===== config.mk =====
export PLATFORM = sky130hd
export DESIGN_NAME = spi_command_dispatcher_flat
export DESIGN_NICKNAME = d
export VERILOG_FILES = /design/src/rtl/spi_command_dispatcher_if.sv /design/src/rtl/spi_command_dispatcher.sv /design/src/flat_wrapper.sv
export SDC_FILE = /design/constraint.sdc
export NUM_CORES = 1
export LEC_CHECK = 0
export CAP_MARGIN = 20
export CORE_ASPECT_RATIO = 0.9
export CORE_MARGIN = 1
export CORE_UTILIZATION = 52
export CTS_CLUSTER_DIAMETER = 100
export DETAILED_ROUTE_END_ITERATION = 8
export HOLD_SLACK_MARGIN = 0.02
export PLACE_DENSITY = 0.86
export SETUP_SLACK_MARGIN = 0.15
export SLEW_MARGIN = 20
export SYNTH_ARGS = -nofsm -noshare
export SYNTH_HDL_FRONTEND = slang
export SYNTH_SLANG_ARGS = --single-unit

===== constraint.sdc =====
create_clock -name clk -period 4 [get_ports clk]
set_clock_uncertainty 0.1 [all_clocks]
set_input_delay 0.6 -clock clk [delete_from_list [all_inputs] [get_ports clk]]
set_output_delay 0.6 -clock clk [all_outputs]
set_load 0.1 [all_outputs]

===== src/rtl/spi_command_dispatcher_if.sv =====
// Byte-stream / fifo-write bundle between spi_secondary, the command dispatcher and the fifos.
// The master side is the host-facing SPI block plus fifo level reporting; the slave is the dispatcher.
interface spi_command_dispatcher_if #(
   parameter int NumChannels = 4,
   parameter int RecordBytes = 4,
   parameter int FifoDepth   = 16
);
   localparam int LevelW = $clog2(FifoDepth * RecordBytes) + 1;

   logic                          spi_cs;
   logic [7:0]                    rx_byte;
   logic                          rx_valid;
   logic [7:0]                    tx_byte;
   logic [NumChannels*LevelW-1:0] fifo_level;
   logic [NumChannels-1:0]        wr_en;
   logic [7:0]                    wr_data;
   logic [7:0]                    err_flags;

   modport master (
      output spi_cs, rx_byte, rx_valid, fifo_level,
      input  tx_byte, wr_en, wr_data, err_flags
   );

   modport slave (
      input  spi_cs, rx_byte, rx_valid, fifo_level,
      output tx_byte, wr_en, wr_data, err_flags
   );
endinterface


===== src/rtl/spi_command_dispatcher.sv =====
// Decodes one command byte per SPI transaction and routes record bytes into per-channel fifos.
// Optional SPI_CMD_STATS_EN adds per-channel completed-record counters readable with op 4.
module spi_command_dispatcher #(
   parameter int NumChannels = 4,
   parameter int RecordBytes = 4,
   parameter int FifoDepth   = 16
) (
   input logic                     clk,
   input logic                     reset,
   spi_command_dispatcher_if.slave bus
);
   localparam int LevelW   = $clog2(FifoDepth * RecordBytes) + 1;
   localparam int RecShift = $clog2(RecordBytes);
   localparam int ChW      = (NumChannels > 1) ? $clog2(NumChannels) : 1;
   localparam int CntW     = (RecordBytes > 1) ? $clog2(RecordBytes) : 1;
   localparam logic [ChW-1:0]  LastCh   = ChW'(NumChannels - 1);
   localparam logic [CntW-1:0] LastByte = CntW'(RecordBytes - 1);

   typedef enum logic [2:0] {
      S_IDLE   = 3'd0,
      S_STATUS = 3'd1,
      S_WRITE  = 3'd2,
      S_DROP   = 3'd3,
      S_STATS  = 3'd4
   } state_t;

   state_t                 state_q, state_d;
   logic [ChW-1:0]         ch_q, ch_d, idx_q, idx_d;
   logic [CntW-1:0]        cnt_q, cnt_d;
   logic [3:0]             err_q, err_d;
   logic [NumChannels-1:0] wr_en_q, wr_en_d;
   logic [7:0]             wr_data_q, wr_data_d;
   logic [7:0]             tx_q, tx_d;
   logic [7:0]             free_s [NumChannels];
   logic [3:0]             cmd_ch_s, cmd_op_s;
`ifdef SPI_CMD_STATS_EN
   logic                   hi_q, hi_d;
   logic [15:0]            stats_q [NumChannels];
   logic                   rec_done_s, clr_stats_s;
`endif

   // Free record slots; a level beyond capacity reads as no room rather than wrapping.
   function automatic logic [7:0] free_slots(input logic [LevelW-1:0] lvl);
      logic [LevelW-1:0] recs;
      recs = lvl >> RecShift;
      if (recs > LevelW'(FifoDepth)) begin
         return 8'h00;
      end else begin
         return 8'(LevelW'(FifoDepth) - recs);
      end
   endfunction

   assign cmd_ch_s = bus.rx_byte[7:4];
   assign cmd_op_s = bus.rx_byte[3:0];

   always_comb begin
      for (int c = 0; c < NumChannels; c++) begin
         free_s[c] = free_slots(bus.fifo_level[c*LevelW +: LevelW]);
      end
   end

   always_comb begin
      state_d   = state_q;
      ch_d      = ch_q;
      idx_d     = idx_q;
      cnt_d     = cnt_q;
      err_d     = err_q;
      wr_en_d   = {NumChannels{1'b0}};
      wr_data_d = wr_data_q;
      tx_d      = tx_q;
`ifdef SPI_CMD_STATS_EN
      hi_d        = hi_q;
      rec_done_s  = 1'b0;
      clr_stats_s = 1'b0;
`endif
      if (bus.spi_cs) begin
         if ((state_q == S_WRITE) && (cnt_q != CntW'(0))) begin
            err_d[3] = 1'b1;
         end else begin
            err_d[3] = err_q[3];
         end
         state_d = S_IDLE;
         cnt_d   = CntW'(0);
      end else if (bus.rx_valid) begin
         case (state_q)
            S_IDLE: begin
               ch_d = bus.rx_byte[4 +: ChW];
               if ({4'b0000, cmd_ch_s} >= 8'(NumChannels)) begin
                  state_d  = S_DROP;
                  err_d[0] = 1'b1;
               end else begin
                  case (cmd_op_s)
                     4'd0: state_d = S_IDLE;
                     4'd1: begin
                        state_d = S_STATUS;
                        idx_d   = ChW'(0);
                     end
                     4'd2: begin
                        state_d = S_WRITE;
                        cnt_d   = CntW'(0);
                     end
                     4'd3: begin
                        err_d = 4'h0;
`ifdef SPI_CMD_STATS_EN
                        clr_stats_s = 1'b1;
`endif
                     end
`ifdef SPI_CMD_STATS_EN
                     4'd4: begin
                        state_d = S_STATS;
                        hi_d    = 1'b1;
                     end
`endif
                     default: begin
                        state_d  = S_DROP;
                        err_d[1] = 1'b1;
                     end
                  endcase
               end
            end
            S_STATUS: idx_d = (idx_q == LastCh) ? ChW'(0) : idx_q + ChW'(1);
            S_WRITE: begin
               // Room is checked once per record so a record is never split by the check.
               if ((cnt_q == CntW'(0)) && (free_s[ch_q] == 8'h00)) begin
                  state_d  = S_DROP;
                  err_d[2] = 1'b1;
               end else begin
                  wr_en_d[ch_q] = 1'b1;
                  wr_data_d     = bus.rx_byte;
                  cnt_d         = (cnt_q == LastByte) ? CntW'(0) : cnt_q + CntW'(1);
`ifdef SPI_CMD_STATS_EN
                  rec_done_s    = (cnt_q == LastByte);
`endif
               end
            end
`ifdef SPI_CMD_STATS_EN
            S_STATS: hi_d = ~hi_q;
`endif
            S_DROP:  state_d = S_DROP;
            default: state_d = S_IDLE;
         endcase
      end else begin
         state_d = state_q;
      end

      case (state_d)
         S_IDLE:   tx_d = {err_d, (free_s[0] == 8'h00), 3'b000};
         S_STATUS: tx_d = free_s[idx_d];
         S_WRITE:  tx_d = 8'h00;
         S_DROP:   tx_d = 8'hFF;
`ifdef SPI_CMD_STATS_EN
         S_STATS:  tx_d = hi_d ? stats_q[ch_d][15:8] : stats_q[ch_d][7:0];
`endif
         default:  tx_d = 8'hFF;
      endcase
   end

   // State, outputs and counters; reset also cancels a write strobe about to issue.
   always_ff @(posedge clk) begin
      if (reset) begin
         state_q   <= S_IDLE;
         ch_q      <= ChW'(0);
         idx_q     <= ChW'(0);
         cnt_q     <= CntW'(0);
         err_q     <= 4'h0;
         wr_en_q   <= {NumChannels{1'b0}};
         wr_data_q <= 8'h00;
         tx_q      <= {4'b0000, (free_s[0] == 8'h00), 3'b000};
`ifdef SPI_CMD_STATS_EN
         hi_q      <= 1'b0;
         for (int c = 0; c < NumChannels; c++) begin
            stats_q[c] <= 16'h0000;
         end
`endif
      end else begin
         state_q   <= state_d;
         ch_q      <= ch_d;
         idx_q     <= idx_d;
         cnt_q     <= cnt_d;
         err_q     <= err_d;
         wr_en_q   <= wr_en_d;
         wr_data_q <= wr_data_d;
         tx_q      <= tx_d;
`ifdef SPI_CMD_STATS_EN
         hi_q      <= hi_d;
         for (int c = 0; c < NumChannels; c++) begin
            if (clr_stats_s) begin
               stats_q[c] <= 16'h0000;
            end else if (rec_done_s && (ch_q == ChW'(c))) begin
               stats_q[c] <= stats_q[c] + 16'h0001;
            end else begin
               stats_q[c] <= stats_q[c];
            end
         end
`endif
      end
   end

   assign bus.tx_byte   = tx_q;
   assign bus.wr_en     = wr_en_q;
   assign bus.wr_data   = wr_data_q;
   assign bus.err_flags = {4'b0000, err_q};
endmodule


===== src/flat_wrapper.sv =====
// flat-port wrapper written by rule: the top's interface ports become plain ports
module spi_command_dispatcher_flat 
#(
   parameter int NumChannels = 4,
   parameter int RecordBytes = 4,
   parameter int FifoDepth   = 16
)
  (clk, reset, bus_spi_cs, bus_rx_byte, bus_rx_valid, bus_fifo_level, bus_tx_byte, bus_wr_en, bus_wr_data, bus_err_flags);
  spi_command_dispatcher_if #(.NumChannels(NumChannels), .RecordBytes(RecordBytes), .FifoDepth(FifoDepth)) bus_i ();
  input logic clk;
  input logic reset;
  input wire logic [$bits(bus_i.spi_cs)-1:0] bus_spi_cs;
  input wire logic [$bits(bus_i.rx_byte)-1:0] bus_rx_byte;
  input wire logic [$bits(bus_i.rx_valid)-1:0] bus_rx_valid;
  input wire logic [$bits(bus_i.fifo_level)-1:0] bus_fifo_level;
  output wire logic [$bits(bus_i.tx_byte)-1:0] bus_tx_byte;
  output wire logic [$bits(bus_i.wr_en)-1:0] bus_wr_en;
  output wire logic [$bits(bus_i.wr_data)-1:0] bus_wr_data;
  output wire logic [$bits(bus_i.err_flags)-1:0] bus_err_flags;
  assign bus_i.spi_cs = bus_spi_cs;
  assign bus_i.rx_byte = bus_rx_byte;
  assign bus_i.rx_valid = bus_rx_valid;
  assign bus_i.fifo_level = bus_fifo_level;
  assign bus_tx_byte = bus_i.tx_byte;
  assign bus_wr_en = bus_i.wr_en;
  assign bus_wr_data = bus_i.wr_data;
  assign bus_err_flags = bus_i.err_flags;
  spi_command_dispatcher #(.NumChannels(NumChannels), .RecordBytes(RecordBytes), .FifoDepth(FifoDepth)) u_core (.clk(clk), .reset(reset), .bus(bus_i));
endmodule

==> flow_summary_export.csv <==
group,metric,value,unit
logic_synthesis,postSynth.asyncResetShare,0,%
global_route,wire_length_of_the_first_global_routing_pass,9770,um
placed_design,gpl.final_weighted_congestion,0.872,
drt,drtIter0Drc,251,
clock_network,cts_post_setup_buffers_inserted,0,
sta,post-route-min-period,3.23,ns
global_route,top_usage_layer,"met2",
floorplan,dieWidth,73.9,um
global_route,grt_use_total,26.0,%
drt,routedWlPerCell,14.0,um
clock_network,clkSlewWorstSetupHoldPaths,0.06,ns
sta,final_report_max_slew_violation_count,0,
power,cellPowerDensity,282,mW/mm2
global_route,overflow,0,
floorplan,die_area,0.00493,mm2
sta,sum_of_negative_setup_slack,0,ns
hold_path,class_of_the_most_critical_hold_timing_path,"reg2reg",
global_route,grt_max_degree,33,
power,power.static_leakage,1.24,nW
global_route,global_route.usage.met2,42.8,%
global_route,globalRouteMet1Util,32.9,%
floorplan,design.core.area,0.00446,mm2
worst_setup_path,critical_path_buf_inv_count,2,
clock_network,h_tree_depth,2,
floorplan,floorplan.initialDensity,54.3,%
logic_synthesis,synth-edff-count,0,
worst_setup_path,critical_path.endpoint_type,"flop",
clock_network,tritoncts,"yes",
clock_network,worst_skew_pair.late_latency,0.29,ns
status,run_status,"finished clean",
logic_synthesis,postSynthRegisterBits,33,
final_layout,synthToLayoutAreaGrowth,27.1,%
final_layout,finalNetCount,394,
global_route,grt_util_met3,6.51,%
placed_design,dpl-instance-area,0.00299,mm2
worst_setup_path,start_kind,"input pin",
logic_synthesis,syn-cell-area,0.00242,mm2
worst_setup_path,logic_depth_of_the_worst_path_buffers_included,10,
global_route,grt_pass1_vias,2144,
drt,viasPerCell,5.71,
drt,routed-via-count,2335,
power,ir_drop,0.283,mV
clock_network,post_cts_hold_buffer_count,0,
clock_network,cts_num_sinks,33,
final_layout,post_route_cells_drive_above_1_share,7.49,%
worst_setup_path,worst-setup-path-type,"in2reg",
worst_setup_path,worst-r2r-cell-count,7,
drt,drc,0,
job,drv.max_cap_violation_count,0,
floorplan,floorplan.rows,23,
clock_network,cts.root.buffer_cell,"clkbuf_8",
clock_network,cts-buffers-inserted,5,
worst_setup_path,critPathTopFamily,"compound AO/OA/AOI/OAI gates",
sta,worst_margin_pin_slew,0.976,ns
logic_synthesis,synth_flop_cell,"dfxtp_1",
placed_design,placement.io_buffers,55,
sta,timing_hold_violations_final,0,
final_layout,stdcell_area,0.00308,mm2
power,p_total,868,uW
drt,ant_nets,0,
sta,report.final.setup_viol,0,
logic_synthesis,synth_cell_type_count,72,
clock_network,largest_buffer_count_on_any_clock_path,2,
worst_setup_path,worst_r2r_startpoint,"u_core.state_q[1]",
worst_setup_path,worstPathRequired,4.07,ns
sta,finalCritPeriodShare,80.7,%
global_route,antenna_found_initial,0,
logic_synthesis,postSynthAreaPerCell,8.26,um2
floorplan,die_height,66.7,um
final_layout,ant_diodes,0,
worst_setup_path,critical_path.max_fanout,9,
clock_network,ctsResizeCount,0,
floorplan,floorplan.io_pins,68,
worst_setup_path,critPathMaxStageDelay,0.58,ns
sta,rsz0062_at_grt,"false",
drt,routed_wirelength,5750,um
placed_design,place_hpwl,4510,um
sta,slew_headroom,34.7,%
worst_setup_path,crit_arrival,3.30,ns
sta,hold-worst-slack,0.398,ns
sta,max_clock_freq,310,MHz
logic_synthesis,seq_area_frac_synth,27.3,%
worst_setup_path,worstPathCellList,"clkdlybuf4s50_1 > inv_1 > ha_1 > or3b_1 > a21oi_1 > nor3b_1 > o22ai_1 > o31ai_4 > mux2i_1 > nor2_1",
hold_path,hold_depth,2,
worst_setup_path,worst_setup_path_startpoint,"bus_fifo_level[23]",
drt,detail_route.first_pass.iterations,4,
final_layout,final-instance-count-excl-fill,409,
logic_synthesis,yosys_warning_count,0,
placed_design,placed_cells_incl_taps,402,
worst_setup_path,crit_path_top_delay_cell,"clkdlybuf4s50_1",
logic_synthesis,postSynthCellCount,293,
hold_path,worstHoldStart,"u_core.bus.wr_data[3]",
[metrics by stage]
stage	utilization, %	worst slack [ns]
floorplan	-	1.35
global placement	67.1	0.566
detailed placement	67.1	0.503
CTS	69.0	0.798
global route	69.0	0.536
finish	69.0	0.772
[worst paths after layout]
check | endpoint | slack, ns
setup reg to reg | u_core.bus.tx_byte[3] | 1.53
hold / removal | u_core.bus.wr_data[3] | 0.40
hold reg to reg | u_core.bus.wr_data[3] | 0.40
setup / recovery | u_core.bus.wr_data[1] | 0.77
[per-layer routing]
metal	up-vias	share of wire [%]
met4	0	1.4
met5	-	0
met3	10	6.4
li1	1177	-
met1	1061	45
met2	87	47
[tightest hold or removal path, cell delays in order (launching register included)]
cell and delay [ns]:
dfxtp_1 0.33, mux2i_1 0.07, nor2_1 0.07
[cells in the mapped netlist (all sizes together) (3+ instances only)]
master,instances,share of area (%)
nor2b,4,1.0
o21ai,14,3.0
nor4b,3,2.0
ha,7,3.6
or3,4,1.0
or3b,3,1.1
and2,3,0.78
a21oi,17,3.7
nor3,13,3.3
nor4,7,1.8
mux2,5,2.3
clkbuf,4,0.62
nand2b,8,2.1
o21a,3,0.93
nand2,20,3.2
buf,9,2.8
nor2,37,5.7
nor3b,4,1.2
a31oi,5,1.3
mux2i,20,8.3
inv,19,2.9
xor2,3,1.1
a21o,4,1.2
dfxtp,33,27
o31ai,4,1.8
[cell families (layout without fill, tap and decap cells)]
group / Yosys count / in the layout / share of synthesized area (%)
other cells: 1 / 4 / 0.155
simple gates: 119 / 119 / 28.3
compound gates: 72 / 72 / 22.2
buf+inv: 32 / 83 / 6.41
mux: 25 / 25 / 10.6
fa+ha+maj: 7 / 7 / 3.62
xor+xnor: 4 / 4 / 1.45
flops: 33 / 33 / 27.3
[layout by cell type, fill, tap and decap left out, types with 4 or more instances in the layout]
master           synthesis  layout
clkdlybuf4s50_1          0      55
dfxtp_1                 33      33
a21oi_1                 16      16
inv_1                   19      19
or3_1                    4       4
nand2b_1                 8       8
conb_1                   1       4
nor4_1                   7       7
nor3_1                  10      10
nor2b_1                  4       4
ha_1                     7       7
nor2_1                  37      37
a31oi_1                  5       5
nand2_1                 19      19
mux2i_1                 20      20
nor3b_1                  4       4
clkbuf_8                 0       6
o21ai_0                 10      10
a21o_1                   4       4
[area by class of cell]
cell class,instances,area [um2]
Clock buffer,7,86.3
Fill cell,375,1380
Inverter,19,71.3
Multi-Input combinational cell,231,1620
Sequential cell,33,661
Tap cell,62,77.6
Timing Repair Buffer,57,566
[power breakdown]
part | switching [mW] | internal, mW | total, mW
registers | 0.00745 | 0.339 | 0.346
clock network | 0.115 | 0.136 | 0.251
logic | 0.173 | 0.0979 | 0.271
total | 0.295 | 0.573 | 0.868
[registers in the layout, indices dropped and copies added (netlist names)]
register            count
u_core.bus.wr_en        4
u_core.state_q          3
u_core.idx_q            2
u_core.bus.wr_data      8
u_core.cnt_q            2
u_core.err_q            4
u_core.ch_q             2
u_core.bus.tx_byte      8
(Power assumes the default switching activity.)
